**src/rtl/keypad_matrix_scan.sv**
```systemverilog
// 4x4 active-low keypad scanner: rotates a single low row, samples the synchronised
// columns once per row slot, and debounces presses and releases before reporting a key.
module keypad_matrix_scan #(
   parameter int SCAN_DIV = 100,
   parameter int DEB_N    = 20
) (
   input  logic       clk100khz,
   input  logic       rst_n,
   input  logic [3:0] col,
   output logic [3:0] row,
   output logic [3:0] key_code,
   output logic       key_valid,
   output logic       key_held
);

   localparam int SLOT_W  = $clog2(SCAN_DIV);
   localparam int MATCH_W = $clog2(DEB_N + 1);
   localparam logic [SLOT_W-1:0]  SLOT_LAST = SLOT_W'(SCAN_DIV - 1);
   localparam logic [MATCH_W-1:0] MATCH_MAX = MATCH_W'(DEB_N);
   localparam logic [MATCH_W-1:0] MATCH_ONE = MATCH_W'(1);

   typedef enum logic [1:0] {
      SCAN      = 2'd0,
      DEB_PRESS = 2'd1,
      HELD      = 2'd2
   } state_e;

   state_e               state_q;
   logic [3:0]           col_meta_q;
   logic [3:0]           col_s_q;
   logic [SLOT_W-1:0]    slot_q;
   logic [SLOT_W-1:0]    slot_d;
   logic [MATCH_W-1:0]   match_q;
   logic [MATCH_W-1:0]   match_d;
   logic [3:0]           cand_q;
   logic [3:0]           row_q;
   logic [3:0]           row_d;
   logic [3:0]           key_code_q;
   logic                 key_valid_q;
   logic                 key_held_q;

   logic                 tick;
   logic                 hit;
   logic                 idle;
   logic                 match_done;
   logic [1:0]           col_idx;
   logic [1:0]           row_idx;

   // Columns are asynchronous to the scan clock; the synchroniser idles high.
   always_ff @(posedge clk100khz or negedge rst_n) begin
      if (!rst_n) begin
         col_meta_q <= 4'b1111;
         col_s_q    <= 4'b1111;
      end else begin
         col_meta_q <= col;
         col_s_q    <= col_meta_q;
      end
   end

   always_comb begin
      tick   = (slot_q == SLOT_LAST);
      slot_d = tick ? '0 : slot_q + 1'b1;
      row_d  = {row_q[2:0], row_q[3]};

      hit     = 1'b1;
      col_idx = 2'd0;
      case (col_s_q)
         4'b1110: col_idx = 2'd0;
         4'b1101: col_idx = 2'd1;
         4'b1011: col_idx = 2'd2;
         4'b0111: col_idx = 2'd3;
         default: hit = 1'b0;
      endcase
      idle = (col_s_q == 4'b1111);

      row_idx = 2'd0;
      case (row_q)
         4'b1101: row_idx = 2'd1;
         4'b1011: row_idx = 2'd2;
         4'b0111: row_idx = 2'd3;
         default: row_idx = 2'd0;
      endcase

      match_d    = (match_q == MATCH_MAX) ? match_q : match_q + 1'b1;
      match_done = (match_d == MATCH_MAX);
   end

   // Row is frozen while a key is being debounced or held; otherwise it advances per tick.
   always_ff @(posedge clk100khz or negedge rst_n) begin
      if (!rst_n) begin
         state_q     <= SCAN;
         slot_q      <= '0;
         match_q     <= '0;
         cand_q      <= 4'd0;
         row_q       <= 4'b1110;
         key_code_q  <= 4'd0;
         key_valid_q <= 1'b0;
         key_held_q  <= 1'b0;
      end else begin
         slot_q      <= slot_d;
         key_valid_q <= 1'b0;
         if (tick) begin
            case (state_q)
               SCAN: begin
                  if (hit) begin
                     cand_q <= {row_idx, col_idx};
                     if (DEB_N == 1) begin
                        key_code_q  <= {row_idx, col_idx};
                        key_valid_q <= 1'b1;
                        key_held_q  <= 1'b1;
                        match_q     <= '0;
                        state_q     <= HELD;
                     end else begin
                        match_q <= MATCH_ONE;
                        state_q <= DEB_PRESS;
                     end
                  end else begin
                     row_q <= row_d;
                  end
               end
               DEB_PRESS: begin
                  if (hit && (col_idx == cand_q[1:0])) begin
                     if (match_done) begin
                        key_code_q  <= cand_q;
                        key_valid_q <= 1'b1;
                        key_held_q  <= 1'b1;
                        match_q     <= '0;
                        state_q     <= HELD;
                     end else begin
                        match_q <= match_d;
                     end
                  end else begin
                     match_q <= '0;
                     state_q <= SCAN;
                     row_q   <= row_d;
                  end
               end
               HELD: begin
                  if (idle) begin
                     if (match_done) begin
                        key_held_q <= 1'b0;
                        match_q    <= '0;
                        state_q    <= SCAN;
                        row_q      <= row_d;
                     end else begin
                        match_q <= match_d;
                     end
                  end else begin
                     match_q <= '0;
                  end
               end
               default: begin
                  match_q <= '0;
                  state_q <= SCAN;
               end
            endcase
         end
      end
   end

   assign row       = row_q;
   assign key_code  = key_code_q;
   assign key_valid = key_valid_q;
   assign key_held  = key_held_q;

endmodule

```
**config.mk**
```make
export PLATFORM = sky130hd
export DESIGN_NAME = keypad_matrix_scan
export DESIGN_NICKNAME = d
export VERILOG_FILES = /design/src/rtl/keypad_matrix_scan.sv
export SDC_FILE = /design/constraint.sdc
export NUM_CORES = 1
export LEC_CHECK = 0
export ABC_AREA = 0
export CAP_MARGIN = 20
export CELL_PAD_IN_SITES_DETAIL_PLACEMENT = 1
export CELL_PAD_IN_SITES_GLOBAL_PLACEMENT = 1
export CORE_MARGIN = 2
export CORE_UTILIZATION = 35
export DETAILED_ROUTE_END_ITERATION = 8
export PLACE_DENSITY_LB_ADDON = 0.1
export REMOVE_ABC_BUFFERS = 1
export SETUP_SLACK_MARGIN = 0.15
export SYNTH_ARGS = -nofsm -noshare
export SYNTH_HDL_FRONTEND = slang
export SYNTH_SLANG_ARGS = --single-unit
```
**constraint.sdc**
```tcl
create_clock -name clk100khz -period 6.05 [get_ports clk100khz]
set_input_delay 0.9075 -clock clk100khz [delete_from_list [all_inputs] [get_ports clk100khz]]
set_output_delay 0.9075 -clock clk100khz [all_outputs]
set_load 0.02 [all_outputs]
```
==> summary by stage <==
Yosys
The number of different library cells used by synthesis comes to 47. The most used flip-flop cell after synthesis is dfrtp_1. In this run, synthesis produced a sequential element count of 36. The warning count from the yosys run is 0.

The share of synthesized registers carrying an async set or reset is 100%. Counting flops with a built-in enable in the synthesized netlist gives 0. The mapped netlist covers between 1500 and 2000 um2.

The per-instance average area after synthesis is 11.4 um2. Synthesis handed over a netlist of 156 instances. The proportion of synthesized chip area in sequential cells is roughly half.

Timing
The max-slew headroom at the worst pin is 59.2%. Of the available clock period, the critical path in the final layout requires 44.0%. On the final layout, the worst clock skew is 0.00529 ns. The clock period could shrink to ~2.7 ns. Setup repair after global routing left no endpoint under its margin. The final sum of negative setup slack is 0 ns.

At the pin with the least slew margin, the transition time is 0.610 ns. The achievable clock frequency is 0.375 GHz. The total count of max-transition violations in the final report came to 0.

The number of hold violations in the final report was 0. After layout, the worst setup slack is 3.39 ns. The number of setup violations in the final report is 0.

CTS
TritonCTS built the clock tree. At the later pin of the worst-skew pair, clock insertion delay measures between 0.2 and 0.3 ns. The count of instances resized after the clock tree is built is 0. After clock tree synthesis, the setup repair step added 0 buffers.

Clock-pin slew was measured on the worst setup and hold paths at 0.07 ns. The maximum number of buffers from clock root to sink is 2. The clock buffer count from CTS is 5. The clock root buffer master is clkbuf_8. The total number of H-tree levels is 2. The count of clock tree sinks is 36.

The hold buffer count at CTS is 0.

Critical path
The data arrival time of the critical path is 2.83 ns. STA classifies the critical path startpoint as a flop. The maximum fanout along the worst path is 7. The combined buffer and inverter count along the critical path is 1.

The delay of the slowest cell on the worst path is 0.43 ns. The worst setup path is of the reg2reg kind. The worst register-to-register path begins at match_q[0]. For this design, the slowest cell found on the critical path is dfrtp_1. The kind of capture point of the worst setup path is a flop. STA puts the critical path data required time at 6.22 ns. The signal on the critical path passes through inv_1 -> ha_1 -> nand4b_1 -> mux2i_2 -> o2111ai_2 -> or2_1 -> and3b_1 -> mux2_4. In this design, the largest share of critical-path delay is due to simple AND/OR/NAND/NOR gates.

The critical path starts at match_q[0].

Cells and area
The library cells used most frequently in the layout, excluding fill and tap cells, are dfrtp_1 (25), clkdlybuf4s50_1 (15), nand2_1 (12). The area growth from synthesis to layout is 18.6%. The number of nets in the layout is 182. At the end of the flow the core is filled with cells to ~44%. The number of diodes is 0. After filler insertion, the fill cell instance count of the layout stands at about 550.

Leaving out filler cells and counting taps, the final layout contains 241. The layout cell share with drive strength beyond 1 is 19.5%. The most common library cell in the layout ignoring fill and taps is dfrtp_1.

Placed design
Port buffering added 15 buffers. The total instance count after detailed placement is 233. OpenSTA, run right after detailed placement, puts the worst setup slack at approximately 3.4 ns. The detailed placement HPWL is 2600 um. The placer's final routability congestion estimate is 0.845.

Detailed routing
The via total after detailed routing is about 1200. The mean routed wirelength per cell is approximately 15 um. Dividing the detail-routed via count by the number of cells gives 5.07. The first detailed-routing pass ran for 3 iterations. The remaining number of nets flagged by the antenna check after routing is 0. The DRC violation count after routing is 0. After detailed routing, the total wire length is roughly 3700 um. The count of routing violations after the opening detailed-route iteration is 59.

GRT
Across every metal layer, demand over resource in global routing totals 14.1%. The wire length of the first global-routing pass is 5980 um. The number of global-route vias before repair was ~1300.

Entering global routing, the biggest net connects 37 pins. The total overflow left after global routing is 0. The number of antenna violations at the first check in global routing is 0.

Floorplanning
The row count is 25. From left edge to right edge, the die measures between 70 and 80 um. The region available for standard cell placement spans 4820 um2.

The die area is 5650 um2. The y dimension of the die is 75.1 um. The initial cell density of the core is between 30% and 40%. The I/O pin count is 16.

Pwr
The portion of total power attributed to combinational logic is approximately 2.8%. IR analysis of the VDD net gives a maximum drop of 0.0933 mV. Cell internal power was estimated by the tool at 397 uW. Net switching is approximately a fifth of the power.

Dividing total power by cell area gives a power density of around 230 nW/um2. The overall power of the completed layout is 492 uW. The fraction of power consumed by sequential logic is 50.7%. The switching power total is 94.8 uW. Of the total power, the clock network draws 46.5%. For this design the static power due to leakage is 0.877 nW.

Worst hold path
The worst hold-check path type is reg2reg. The startpoint identified for the worst hold timing path is col_meta_q[3].

Flow run
Across the run, the number of max-cap violations was 0.

Outcome
The run finished with clean final reports.
cell families after synthesis:
logic type | share of synthesized area, %
compound gates | 12.6
xor+xnor | 4.94
fa+ha+maj | 2.12
buf+inv | 3.81
flops | 51.6
mux | 8.40
simple gates | 16.5
path summary, 6_finish.rpt:
path	to	slack, ns	depth (start not counted)
worst max-delay path	key_code[0]	3.39	8
worst min-delay path	col_s_q[3]	0.36	0
worst max register to register	key_code[0]	3.39	8
worst min register to register	col_s_q[3]	0.36	0
max in group asynchronous	row[1]	4.65	2
min in group asynchronous	cand_q[0]	1.06	2
synth_stat cells, types with 4 or more instances:
library cell / instances / area (um2)
mux2_4: 4 / 60.1
a21oi_1: 4 / 20.0
xnor2_1: 4 / 35.0
o21ai_0: 10 / 50.1
inv_1: 8 / 30.0
dfstp_2: 11 / 289
dfrtp_1: 25 / 626
nand3_1: 7 / 35.0
xor2_1: 6 / 52.6
nand4_1: 7 / 43.8
nand2_1: 12 / 45.0
nor2_1: 8 / 30.0
metrics by stage:
step           area, um2  hold WS [ns]
5_1_grt             2100         0.363
3_5_place_dp        1980         0.347
4_1_cts             2100         0.358
2_1_floorplan       1730         0.345
6_report            2100         0.358
3_3_place_gp        1980         0.346
registers in the layout, indices dropped and copies added (netlist names):
signal      flops
slot_q          7
state_q         2
col_s_q         4
key_valid       1
cand_q          4
row             4
match_q         5
key_held        1
col_meta_q      4
key_code        4
routing by layer:
layer	track usage (%)	wire, um	part of all wire (%)	vias up
li1	-	-	-	593
met1	17.7	1770	48	617
met2	23.6	1780	49	11
met3	3.75	82	2.2	2
met4	4.48	22	0.60	0
met5	0	0	0	-
area by class of cell:
type / count / area, um2 / area share (%)
flip-flops and latches: 36 / 915 / 43.5
multi-input cells: 106 / 790 / 37.6
repair buffers: 16 / 158 / 7.50
clock buffers: 7 / 96.3 / 4.58
well taps: 67 / 83.8 / 3.99
clock inverters: 1 / 30.0 / 1.43
inverters: 8 / 30.0 / 1.43
power groups by stage:
stage	Combinational, mW	Sequential, mW	Clock [mW]
6_report	0.0138	0.250	0.229
2_1_floorplan	0.00483	0.253	0
3_3_place_gp	0.0138	0.254	0
5_1_grt	0.0153	0.250	0.248
3_5_place_dp	0.0142	0.254	0
4_1_cts	0.0143	0.250	0.235
Power figures use the tool's default switching activity.
